<file path="config.mk">
export PLATFORM = sky130hd
export DESIGN_NAME = uart_sdram_loader
export DESIGN_NICKNAME = d
export VERILOG_FILES = /design/src/rtl/uart_sdram_loader.sv
export SDC_FILE = /design/constraint.sdc
export NUM_CORES = 1
export LEC_CHECK = 0
export CORE_MARGIN = 2
export CORE_UTILIZATION = 45
export DETAILED_ROUTE_END_ITERATION = 6
export PLACE_DENSITY = 0.71
export RECOVER_POWER = 25
export SYNTH_ARGS = -nofsm -noshare
export SYNTH_HDL_FRONTEND = slang
export SYNTH_SLANG_ARGS = --single-unit
</file>
<file path="constraint.sdc">
create_clock -name clk_clk -period 4.76 [get_ports clk_clk]
set_input_delay 0.952 -clock clk_clk [delete_from_list [all_inputs] [get_ports clk_clk]]
set_output_delay 0.952 -clock clk_clk [all_outputs]
set_load 0.05 [all_outputs]
</file>
<file path="src/rtl/uart_sdram_loader.sv">
// Pulls bytes from an Avalon UART, packs them little-endian into 32-bit words and
// writes them to consecutive SDRAM word addresses. Define UART_ECHO_EN to echo each byte back.
module uart_sdram_loader #(
    parameter int ADDR_W = 23
) (
    input  logic              clk_clk,
    input  logic              reset_reset_n,
    input  logic              i_start,
    input  logic [ADDR_W-1:0] i_base_addr,
    input  logic [ADDR_W-1:0] i_num_words,
    output logic              o_busy,
    output logic              o_done,
    output logic              o_overrun,
    output logic [ADDR_W-1:0] o_word_cnt,
    output logic [2:0]        uart_address,
    output logic              uart_chipselect,
    output logic              uart_read_n,
    output logic              uart_write_n,
    output logic [15:0]       uart_writedata,
    input  logic [15:0]       uart_readdata,
    output logic [ADDR_W-1:0] sdram_address,
    output logic [31:0]       sdram_writedata,
    output logic [3:0]        sdram_byteenable_n,
    output logic              sdram_chipselect,
    output logic              sdram_write_n,
    output logic              sdram_read_n,
    input  logic              sdram_waitrequest
);

    localparam logic [2:0]        UART_RXDATA = 3'd0;
    localparam logic [2:0]        UART_STATUS = 3'd2;
    localparam logic [ADDR_W-1:0] ZERO_W      = {ADDR_W{1'b0}};
    localparam logic [ADDR_W-1:0] ONE_W       = {{(ADDR_W-1){1'b0}}, 1'b1};
`ifdef UART_ECHO_EN
    localparam logic [2:0]        UART_TXDATA = 3'd1;
`endif

    typedef enum logic [3:0] {
        ST_IDLE      = 4'd0,
        ST_POLL      = 4'd1,
        ST_POLL_WAIT = 4'd2,
        ST_RX        = 4'd3,
        ST_RX_WAIT   = 4'd4,
        ST_WR        = 4'd5,
        ST_DONE      = 4'd6
`ifdef UART_ECHO_EN
        ,
        ST_ECHO_POLL = 4'd7,
        ST_ECHO      = 4'd8
`endif
    } state_t;

    function automatic logic [31:0] insert_byte(input logic [31:0] word,
                                                input logic [1:0]  lane,
                                                input logic [7:0]  data);
        logic [31:0] result;
        result = word;
        case (lane)
            2'd0:    result[7:0]   = data;
            2'd1:    result[15:8]  = data;
            2'd2:    result[23:16] = data;
            2'd3:    result[31:24] = data;
            default: result        = word;
        endcase
        return result;
    endfunction

    state_t            state_r, state_next_s;
    logic [ADDR_W-1:0] base_r, base_next_s;
    logic [ADDR_W-1:0] num_r, num_next_s;
    logic [ADDR_W-1:0] word_cnt_r, word_cnt_next_s;
    logic              overrun_r, overrun_next_s;
    logic [1:0]        byte_idx_r, byte_idx_next_s;
    logic [31:0]       word_r, word_next_s;
`ifdef UART_ECHO_EN
    logic [7:0]        rx_byte_r, rx_byte_next_s;
    logic              echo_phase_r, echo_phase_next_s;
`endif

    logic              uart_cs_r, uart_cs_next_s;
    logic              uart_read_n_r, uart_read_n_next_s;
    logic              uart_write_n_r, uart_write_n_next_s;
    logic [2:0]        uart_address_r, uart_address_next_s;
    logic [15:0]       uart_writedata_r, uart_writedata_next_s;
    logic              sdram_cs_r, sdram_cs_next_s;
    logic              sdram_write_n_r, sdram_write_n_next_s;
    logic [3:0]        sdram_be_n_r, sdram_be_n_next_s;
    logic [ADDR_W-1:0] sdram_address_r, sdram_address_next_s;
    logic [31:0]       sdram_writedata_r, sdram_writedata_next_s;
    logic              busy_r, busy_next_s;
    logic              done_r, done_next_s;

    // Only the low byte of the UART read bus carries status/data
    logic              unused_readdata_s;
    assign unused_readdata_s = ^uart_readdata[15:8];

    // Next-state and datapath update
    always_comb begin
        state_next_s    = state_r;
        base_next_s     = base_r;
        num_next_s      = num_r;
        word_cnt_next_s = word_cnt_r;
        overrun_next_s  = overrun_r;
        byte_idx_next_s = byte_idx_r;
        word_next_s     = word_r;
`ifdef UART_ECHO_EN
        rx_byte_next_s    = rx_byte_r;
        echo_phase_next_s = echo_phase_r;
`endif
        case (state_r)
            ST_IDLE: begin
                if (i_start) begin
                    base_next_s     = i_base_addr;
                    num_next_s      = i_num_words;
                    word_cnt_next_s = ZERO_W;
                    overrun_next_s  = 1'b0;
                    byte_idx_next_s = 2'd0;
                    word_next_s     = 32'h0000_0000;
                    if (i_num_words == ZERO_W) begin
                        state_next_s = ST_DONE;
                    end else begin
                        state_next_s = ST_POLL;
                    end
                end else begin
                    state_next_s = ST_IDLE;
                end
            end
            ST_POLL: state_next_s = ST_POLL_WAIT;
            ST_POLL_WAIT: begin
                if (uart_readdata[3]) begin
                    overrun_next_s = 1'b1;
                end else begin
                    overrun_next_s = overrun_r;
                end
                if (uart_readdata[7]) begin
                    state_next_s = ST_RX;
                end else begin
                    state_next_s = ST_POLL;
                end
            end
            ST_RX: state_next_s = ST_RX_WAIT;
            ST_RX_WAIT: begin
                word_next_s     = insert_byte(word_r, byte_idx_r, uart_readdata[7:0]);
                byte_idx_next_s = byte_idx_r + 2'd1;
`ifdef UART_ECHO_EN
                rx_byte_next_s    = uart_readdata[7:0];
                echo_phase_next_s = 1'b0;
                state_next_s      = ST_ECHO_POLL;
`else
                if (byte_idx_r == 2'd3) begin
                    state_next_s = ST_WR;
                end else begin
                    state_next_s = ST_POLL;
                end
`endif
            end
`ifdef UART_ECHO_EN
            // Phase 0 issues the status read, phase 1 looks at the returned TRDY
            ST_ECHO_POLL: begin
                if (!echo_phase_r) begin
                    echo_phase_next_s = 1'b1;
                    state_next_s      = ST_ECHO_POLL;
                end else begin
                    echo_phase_next_s = 1'b0;
                    if (uart_readdata[3]) begin
                        overrun_next_s = 1'b1;
                    end else begin
                        overrun_next_s = overrun_r;
                    end
                    if (uart_readdata[6]) begin
                        state_next_s = ST_ECHO;
                    end else begin
                        state_next_s = ST_ECHO_POLL;
                    end
                end
            end
            ST_ECHO: begin
                if (byte_idx_r == 2'd0) begin
                    state_next_s = ST_WR;
                end else begin
                    state_next_s = ST_POLL;
                end
            end
`endif
            ST_WR: begin
                if (!sdram_waitrequest) begin
                    word_cnt_next_s = word_cnt_r + ONE_W;
                    if ((word_cnt_r + ONE_W) == num_r) begin
                        state_next_s = ST_DONE;
                    end else begin
                        state_next_s = ST_POLL;
                    end
                end else begin
                    state_next_s = ST_WR;
                end
            end
            ST_DONE: state_next_s = ST_IDLE;
            default: state_next_s = ST_IDLE;
        endcase
    end

    // Output values for the coming state, so every bus strobe leaves a flop
    always_comb begin
        uart_cs_next_s         = 1'b0;
        uart_read_n_next_s     = 1'b1;
        uart_write_n_next_s    = 1'b1;
        uart_address_next_s    = 3'd0;
        uart_writedata_next_s  = 16'h0000;
        sdram_cs_next_s        = 1'b0;
        sdram_write_n_next_s   = 1'b1;
        sdram_be_n_next_s      = 4'hF;
        sdram_address_next_s   = sdram_address_r;
        sdram_writedata_next_s = sdram_writedata_r;
        busy_next_s            = 1'b1;
        done_next_s            = 1'b0;
        case (state_next_s)
            ST_IDLE: busy_next_s = 1'b0;
            ST_DONE: begin
                busy_next_s = 1'b0;
                done_next_s = 1'b1;
            end
            ST_POLL: begin
                uart_cs_next_s      = 1'b1;
                uart_read_n_next_s  = 1'b0;
                uart_address_next_s = UART_STATUS;
            end
            ST_RX: begin
                uart_cs_next_s      = 1'b1;
                uart_read_n_next_s  = 1'b0;
                uart_address_next_s = UART_RXDATA;
            end
`ifdef UART_ECHO_EN
            ST_ECHO_POLL: begin
                if (!echo_phase_next_s) begin
                    uart_cs_next_s      = 1'b1;
                    uart_read_n_next_s  = 1'b0;
                    uart_address_next_s = UART_STATUS;
                end else begin
                    uart_cs_next_s      = 1'b0;
                end
            end
            ST_ECHO: begin
                uart_cs_next_s        = 1'b1;
                uart_write_n_next_s   = 1'b0;
                uart_address_next_s   = UART_TXDATA;
                uart_writedata_next_s = {8'h00, rx_byte_next_s};
            end
`endif
            // Address and data are recomputed from values that cannot move during a stall
            ST_WR: begin
                sdram_cs_next_s        = 1'b1;
                sdram_write_n_next_s   = 1'b0;
                sdram_be_n_next_s      = 4'h0;
                sdram_address_next_s   = base_next_s + word_cnt_next_s;
                sdram_writedata_next_s = word_next_s;
            end
            default: busy_next_s = 1'b1;
        endcase
    end

    // State, datapath and output registers
    always_ff @(posedge clk_clk or negedge reset_reset_n) begin
        if (!reset_reset_n) begin
            state_r           <= ST_IDLE;
            base_r            <= ZERO_W;
            num_r             <= ZERO_W;
            word_cnt_r        <= ZERO_W;
            overrun_r         <= 1'b0;
            byte_idx_r        <= 2'd0;
            word_r            <= 32'h0000_0000;
`ifdef UART_ECHO_EN
            rx_byte_r         <= 8'h00;
            echo_phase_r      <= 1'b0;
`endif
            uart_cs_r         <= 1'b0;
            uart_read_n_r     <= 1'b1;
            uart_write_n_r    <= 1'b1;
            uart_address_r    <= 3'd0;
            uart_writedata_r  <= 16'h0000;
            sdram_cs_r        <= 1'b0;
            sdram_write_n_r   <= 1'b1;
            sdram_be_n_r      <= 4'hF;
            sdram_address_r   <= ZERO_W;
            sdram_writedata_r <= 32'h0000_0000;
            busy_r            <= 1'b0;
            done_r            <= 1'b0;
        end else begin
            state_r           <= state_next_s;
            base_r            <= base_next_s;
            num_r             <= num_next_s;
            word_cnt_r        <= word_cnt_next_s;
            overrun_r         <= overrun_next_s;
            byte_idx_r        <= byte_idx_next_s;
            word_r            <= word_next_s;
`ifdef UART_ECHO_EN
            rx_byte_r         <= rx_byte_next_s;
            echo_phase_r      <= echo_phase_next_s;
`endif
            uart_cs_r         <= uart_cs_next_s;
            uart_read_n_r     <= uart_read_n_next_s;
            uart_write_n_r    <= uart_write_n_next_s;
            uart_address_r    <= uart_address_next_s;
            uart_writedata_r  <= uart_writedata_next_s;
            sdram_cs_r        <= sdram_cs_next_s;
            sdram_write_n_r   <= sdram_write_n_next_s;
            sdram_be_n_r      <= sdram_be_n_next_s;
            sdram_address_r   <= sdram_address_next_s;
            sdram_writedata_r <= sdram_writedata_next_s;
            busy_r            <= busy_next_s;
            done_r            <= done_next_s;
        end
    end

    assign o_busy             = busy_r;
    assign o_done             = done_r;
    assign o_overrun          = overrun_r;
    assign o_word_cnt         = word_cnt_r;
    assign uart_address       = uart_address_r;
    assign uart_chipselect    = uart_cs_r;
    assign uart_read_n        = uart_read_n_r;
    assign uart_write_n       = uart_write_n_r;
    assign uart_writedata     = uart_writedata_r;
    assign sdram_address      = sdram_address_r;
    assign sdram_writedata    = sdram_writedata_r;
    assign sdram_byteenable_n = sdram_be_n_r;
    assign sdram_chipselect   = sdram_cs_r;
    assign sdram_write_n      = sdram_write_n_r;
    assign sdram_read_n       = 1'b1;

endmodule

</file>
---- Yosys cells after proc, flatten, opt, wreduce, memory -nomap -nowiden ----
Index checks and enable logic that the tools add are counted.
operators by class
  shifts and indexed selects .............. 0
  div/mod/pow operators ................... 0
  order comparisons ....................... 0
  bitwise operators ....................... 0
  reductions and logical operators ........ 11
  eq/ne operators ......................... 15
  add/subtract/negate cells ............... 3
  $mul .................................... 0
  multiplexer cells ....................... 31
operators with widths
  cell                                                             number
  23-bit 2-to-1 mux                                                4
  32-bit one-hot mux with 2 select lines                           1
  23-bit one-hot mux with 2 select lines                           1
  32-bit 2-to-1 mux                                                1
  8-bit 2-to-1 mux                                                 4
  4-bit one-hot mux with 6 select lines                            1
  23-bit by 1-bit adder with 23-bit output, second input constant  1
  23-bit adder                                                     1
  23-bit == test                                                   1
  23-bit zero test                                                 1
  4-bit by 3-bit == test with 1-bit output, second input constant  4
  4-bit by 2-bit == test with 1-bit output, second input constant  3
  4-bit 2-to-1 mux                                                 3
  3-bit 2-to-1 mux                                                 3
  4-bit by 1-bit == test with 1-bit output, second input constant  2
  4-bit zero test                                                  2
  1-bit 2-to-1 mux                                                 8
  2-bit 2-to-1 mux                                                 3
  2-bit == test, second input constant                             2
  2-bit != test, second input constant                             2
  2-bit one-hot mux with 2 select lines                            1
  2-bit AND reduction                                              2
  2-bit nonzero test                                               2
  2-bit OR reduction                                               2
  5 further kinds                                                  5
word-level totals
  output and inout port bits .............. 110
  register bits after elaboration ......... 176
  RAM bits ................................ 0
  latch bits .............................. 0
  input port bits ......................... 66
  bits in read-only memories .............. 0
  memories ................................ 0

---- Longest topological paths before layout ----
  word-level depth ........................ 8
  mapped depth ............................ 19

---- Worst setup path after synthesis ----
OpenSTA, ideal clock, no wires.
  kind .................................... input to register
  from .................................... in i_start
  to ...................................... reg sdram_address_r[22], in the netlist sdram_address[22]
  data arrival time ....................... 4.624 ns
  required time ........................... 4.677 ns
  setup time .............................. 0.083 ns
  path slack .............................. 0.054 ns
  stages .................................. 18
  cells stage by stage .................... or3b_2 > a21oi_1 > o21ai_0 > clkbuf_1 > clkbuf_1 > nand2_1 > o21ai_0 > ha_1 > fa_1 > a21oi_1 > o21bai_1 > a2111oi_0 > nor2_1 > a31oi_1 > o311ai_0 > a31oi_1 > xor3_1 > o21ai_0
on the way
  longest elaborated chain between the ends .. 3
ends and longest elaborated chain
  element                                 line  RTL
  from (decl)                             8     input logic i_start,
  23-bit 2-to-1 mux                       112   if (i_start) begin
  23-bit one-hot mux with 2 select lines  110   case (state_r)
  via word_cnt_next_s[0]                  71    logic [ADDR_W-1:0] word_cnt_r, word_cnt_next_s;
  23-bit adder                            254   sdram_address_next_s = base_next_s + word_cnt_next_s;
  to (signal assigned)                    307   sdram_address_r <= sdram_address_next_s;
  to (decl)                               88    logic [ADDR_W-1:0] sdram_address_r, sdram_address_next_s;
The timed path passes the listed nets, and every way through them passes these cells.
A chain may end at the register's enable or synchronous reset.

---- Worst setup path in the final report ----
  from .................................... in i_start
  to ...................................... reg sdram_address_r[18], in the netlist sdram_address[18]
The elaborated chain is that of the path after synthesis.

==> impl_metrics.py <==
metrics = {
    "run_status": {
        "run_status": "complete, but fails checks",
        "violations": "max-capacitance violations, max-slew violations",
    },
    "worst_setup_path": {
        "critPathMaxFanout": 9,
        "cp.required_ps": 5040,
        "start_kind": "primary input",
        "cp-end-kind": "register",
        "cp_top_family": "compound AO/OA/AOI/OAI gates",
        "slowest_stage": "or3b_2",
        "path_cells": "clkdlybuf4s50_1, or3b_2, a21oi_2, o21ai_1, buf_4, nand2_1, o21ai_1, ha_2, fa_1, a21oi_1, o21bai_1, a2111oi_2, nor2_2, a31oi_1, buf_4, buf_4, o21bai_1, a21oi_1, xor2_1, o21ai_0",
        "path_buf_inv": 4,
        "worstSetupPathType": "primary input to register",
        "path_common_cell": "buf_4",
        "max_stage_delay_ps": 490,
        "worst-endpoint-arrival_ps": 4820,
    },
    "sta": {
        "tightest_slew_ps": 3625,
        "fmax_mhz": 220.3,
        "slew-limit-headroom_pct": -141.7,
        "setup_violations": 0,
        "hold_ws_ps": 474.7,
        "grt_setup_unrepaired": "false",
        "fin_crit_ps": 4540,
        "setup_ws_ps": 220.2,
        "finalCritPeriodShare_pct": 95.37,
        "slew_violations": 65,
        "clock-skew-final_ps": 9.309,
        "hold_viol_final": 0,
    },
    "global_routing": {
        "grt.total_usage_pct": 22.52,
        "grt_pass1_wl_mm": 38.32,
        "grt-ovfl-total": 0,
        "grt_max_degree": 106,
        "antenna_found_initial": 0,
        "grt_pass1_vias": 7303,
    },
    "logic_synthesis": {
        "syn_avg_cell_area_um2": 9.264,
        "syn_inst": 975,
        "synth_flop_cell": "dfrtp_1",
        "yosysUniqueCellTypes": 67,
        "yosys_warnings": 0,
        "synth_seq_area_share_pct": 46.85,
        "synth_edf_count": 0,
        "async_flop_share_pct": 100.0,
        "synth_area_um2": 9032,
        "synth-seq-cells": 169,
    },
    "cts": {
        "cts_tree": "done",
        "htree_num_levels": 4,
        "clock_path_buffers": 2,
        "cts_sinks": 169,
        "cts_buffers": 17,
        "path_clk_slew_ps": 70,
        "clk-insertion-delay-late_ps": 430,
        "clockRootBuffer": "clkbuf_16",
    },
    "worst_hold_path": {
        "hold_path.class": "register to register",
    },
    "floorplan": {
        "core_um2": 19590,
        "io_pins": 176,
        "dieArea_um2": 21220,
        "die_y_um": 145.7,
        "die_x_um": 145.7,
        "rows": 51,
        "start_util_pct": 46.11,
    },
    "power": {
        "pwr-share-clk_pct": 20.4,
        "ir_drop_v": 0.0003847,
        "power_density_nw_per_um2": 575.2,
        "cellLeakagePower_uw": 0.005160,
        "p_comb_share_pct": 46.7,
        "p_sw_uw": 2779,
        "switching_share_pct": 41.68,
        "power.internal_uw": 3889,
        "seq_power_share_pct": 32.9,
    },
    "detailed_routing": {
        "drc": 0,
        "drtIter0Drc": 515,
        "routed_via_density": 5.336,
        "vias": 7609,
        "wirelength_mm": 24.00,
        "drtAntennaViolNets": 0,
        "drt_first_pass_iters": 5,
        "wl_per_cell_um": 16.83,
    },
    "cells_and_area": {
        "layout-drive-gt1-share_pct": 14.21,
        "syn2layout_area_growth_pct": 28.34,
        "antennaDiodeCount": 0,
        "fillers": 1754,
        "layout.nets": 1242,
    },
    "placed_design": {
        "port_buffers": 147,
        "finalWeightedCongestion": 0.9194,
        "pre_cts_ws_ps": -542.2,
        "dp_hpwl_mm": 17.55,
    },
    "run": {
        "cap_violations": 1,
    },
}
## layout by cell type, fill, tap and decap left out, drive strengths merged, types with 5 or more instances in the layout
cell type,netlist,routed
conb,2,20
nor4,17,17
nand4,17,17
o31ai,7,7
a22o,9,9
nor3,13,13
nand2,210,210
clkbuf,34,19
xnor2,28,28
nor2,48,48
a21o,15,15
nand3,25,25
o21ai,103,103
a31oi,9,9
clkdlybuf4s50,0,146
a21oi,23,23
inv,24,35
and3,9,9
ha,27,27
o21bai,7,7
nor2b,8,8
xor2,20,20
buf,40,63
dfrtp,167,167
and2,5,5
mux2,48,48
nand2b,6,6
## synthesized netlist by cell type (all sizes together) (5+ instances only)
cell	n	area, um2
and2	5	31.28
and3	9	56.30
nand2	210	788.3
nand3	25	130.1
nand2b	6	37.54
xor2	20	175.2
nor2	48	182.7
a22o	9	78.83
buf	40	254.0
ha	27	337.8
nand4	17	106.4
o21bai	7	56.30
a21o	15	112.6
xnor2	28	245.2
nor3	13	65.06
nor2b	8	60.06
dfrtp	167	4179
nor4	17	106.4
o31ai	7	52.55
o21ai	103	519.2
clkbuf	34	128.9
inv	24	90.09
mux2	48	540.5
a21oi	23	115.1
a31oi	9	56.30
## final timing paths
| check | start | endpoint | slack (ps) | cells after the start |
|---|---|---|---|---|
| worst max-delay path | i_start | sdram_address[18] | 220 | 20 |
| worst min-delay path | sdram_writedata[30] | sdram_writedata[30] | 470 | 2 |
| worst max register to register | o_word_cnt[0] | sdram_address[22] | 610 | 16 |
| worst min register to register | sdram_writedata[30] | sdram_writedata[30] | 470 | 2 |
| max in group asynchronous | reset_reset_n | o_word_cnt[0] | 950 | 1 |
| min in group asynchronous | reset_reset_n | base_r[19] | 1770 | 1 |
## layer usage
metal / vias to the layer above / GRT usage (%) / share of wire (%)
met3: 29 / 5.204 / 6.2
met4: 0 / 7.353 / 1.7
met1: 3646 / 29.76 / 44
met2: 233 / 36.79 / 48
met5: - / 0 / 0
li1: 3701 / - / -
## final cells by class
type	count	area (um2)	area share, %
Inverter	24	90.09	0.7771
Clock buffer	18	429.2	3.702
Tap cell	265	331.6	2.860
Timing Repair Buffer	210	1951	16.83
Multi-Input combinational cell	726	4414	38.08
Clock inverter	14	145.1	1.252
Sequential cell	169	4232	36.50
## registers in the layout (all words and copies together) (netlist names)
signal              flops
word_r                 32
uart_address            1
sdram_byteenable_n      1
o_done                  1
byte_idx_r              2
num_r                  23
uart_chipselect         1
o_busy                  1
sdram_chipselect        1
base_r                 23
state_r                 3
o_word_cnt             23
sdram_address          23
uart_read_n             1
sdram_writedata        32
o_overrun               1
## kinds of logic after synthesis
| kind of cell | synth area share (%) |
|---|---|
| buf+inv | 5.236 |
| other cells | 0.08315 |
| simple gates | 18.81 |
| flops | 46.85 |
| fa+ha+maj | 3.962 |
| compound gates | 14.05 |
| mux | 6.095 |
| xor+xnor | 4.918 |
## metrics by stage
step | TNS [ps] | utilization (%) | cells | power, uW | instance area, um2
after floorplan | 0 | - | 993 | 4120 | 9100
after global placement | -2787 | 56.19 | 1394 | 5259 | 11010
after detailed placement | -3255 | 56.19 | 1394 | 5318 | 11010
after CTS | 0 | 59.17 | 1426 | 6705 | 11590
after global routing | 0 | 59.17 | 1426 | 7051 | 11590
final | 0 | 59.17 | 1426 | 6668 | 11590
## timing repair
item,in CTS,in global routing
buffers inserted,0,0
hold buffers,0,0
gates resized for setup,3,6
pin swaps,0,5
setup endpoints to repair,4,5
## worst register-to-register path, stage by stage (launching register included)
cell	delay [ps]
dfrtp_1	480
ha_1	320
nand3_1	440
nor4_1	630
nor2_1	70
o21ai_0	160
o31ai_1	120
ha_1	220
a21o_1	180
a21o_1	170
a21o_1	180
a21o_1	190
a31oi_1	210
o311ai_0	180
a31oi_1	180
xor3_1	240
o21ai_1	130
## power groups by stage
stage / clock network (uW) / registers (uW) / logic (uW)
CTS: 1380 / 2200 / 3130
detailed placement: 0 / 2220 / 3100
finish: 1360 / 2190 / 3110
global placement: 0 / 2200 / 3050
floorplan: 0 / 2670 / 1450
global route: 1440 / 2250 / 3360
Note: power is estimated with default switching activity, not from simulation.
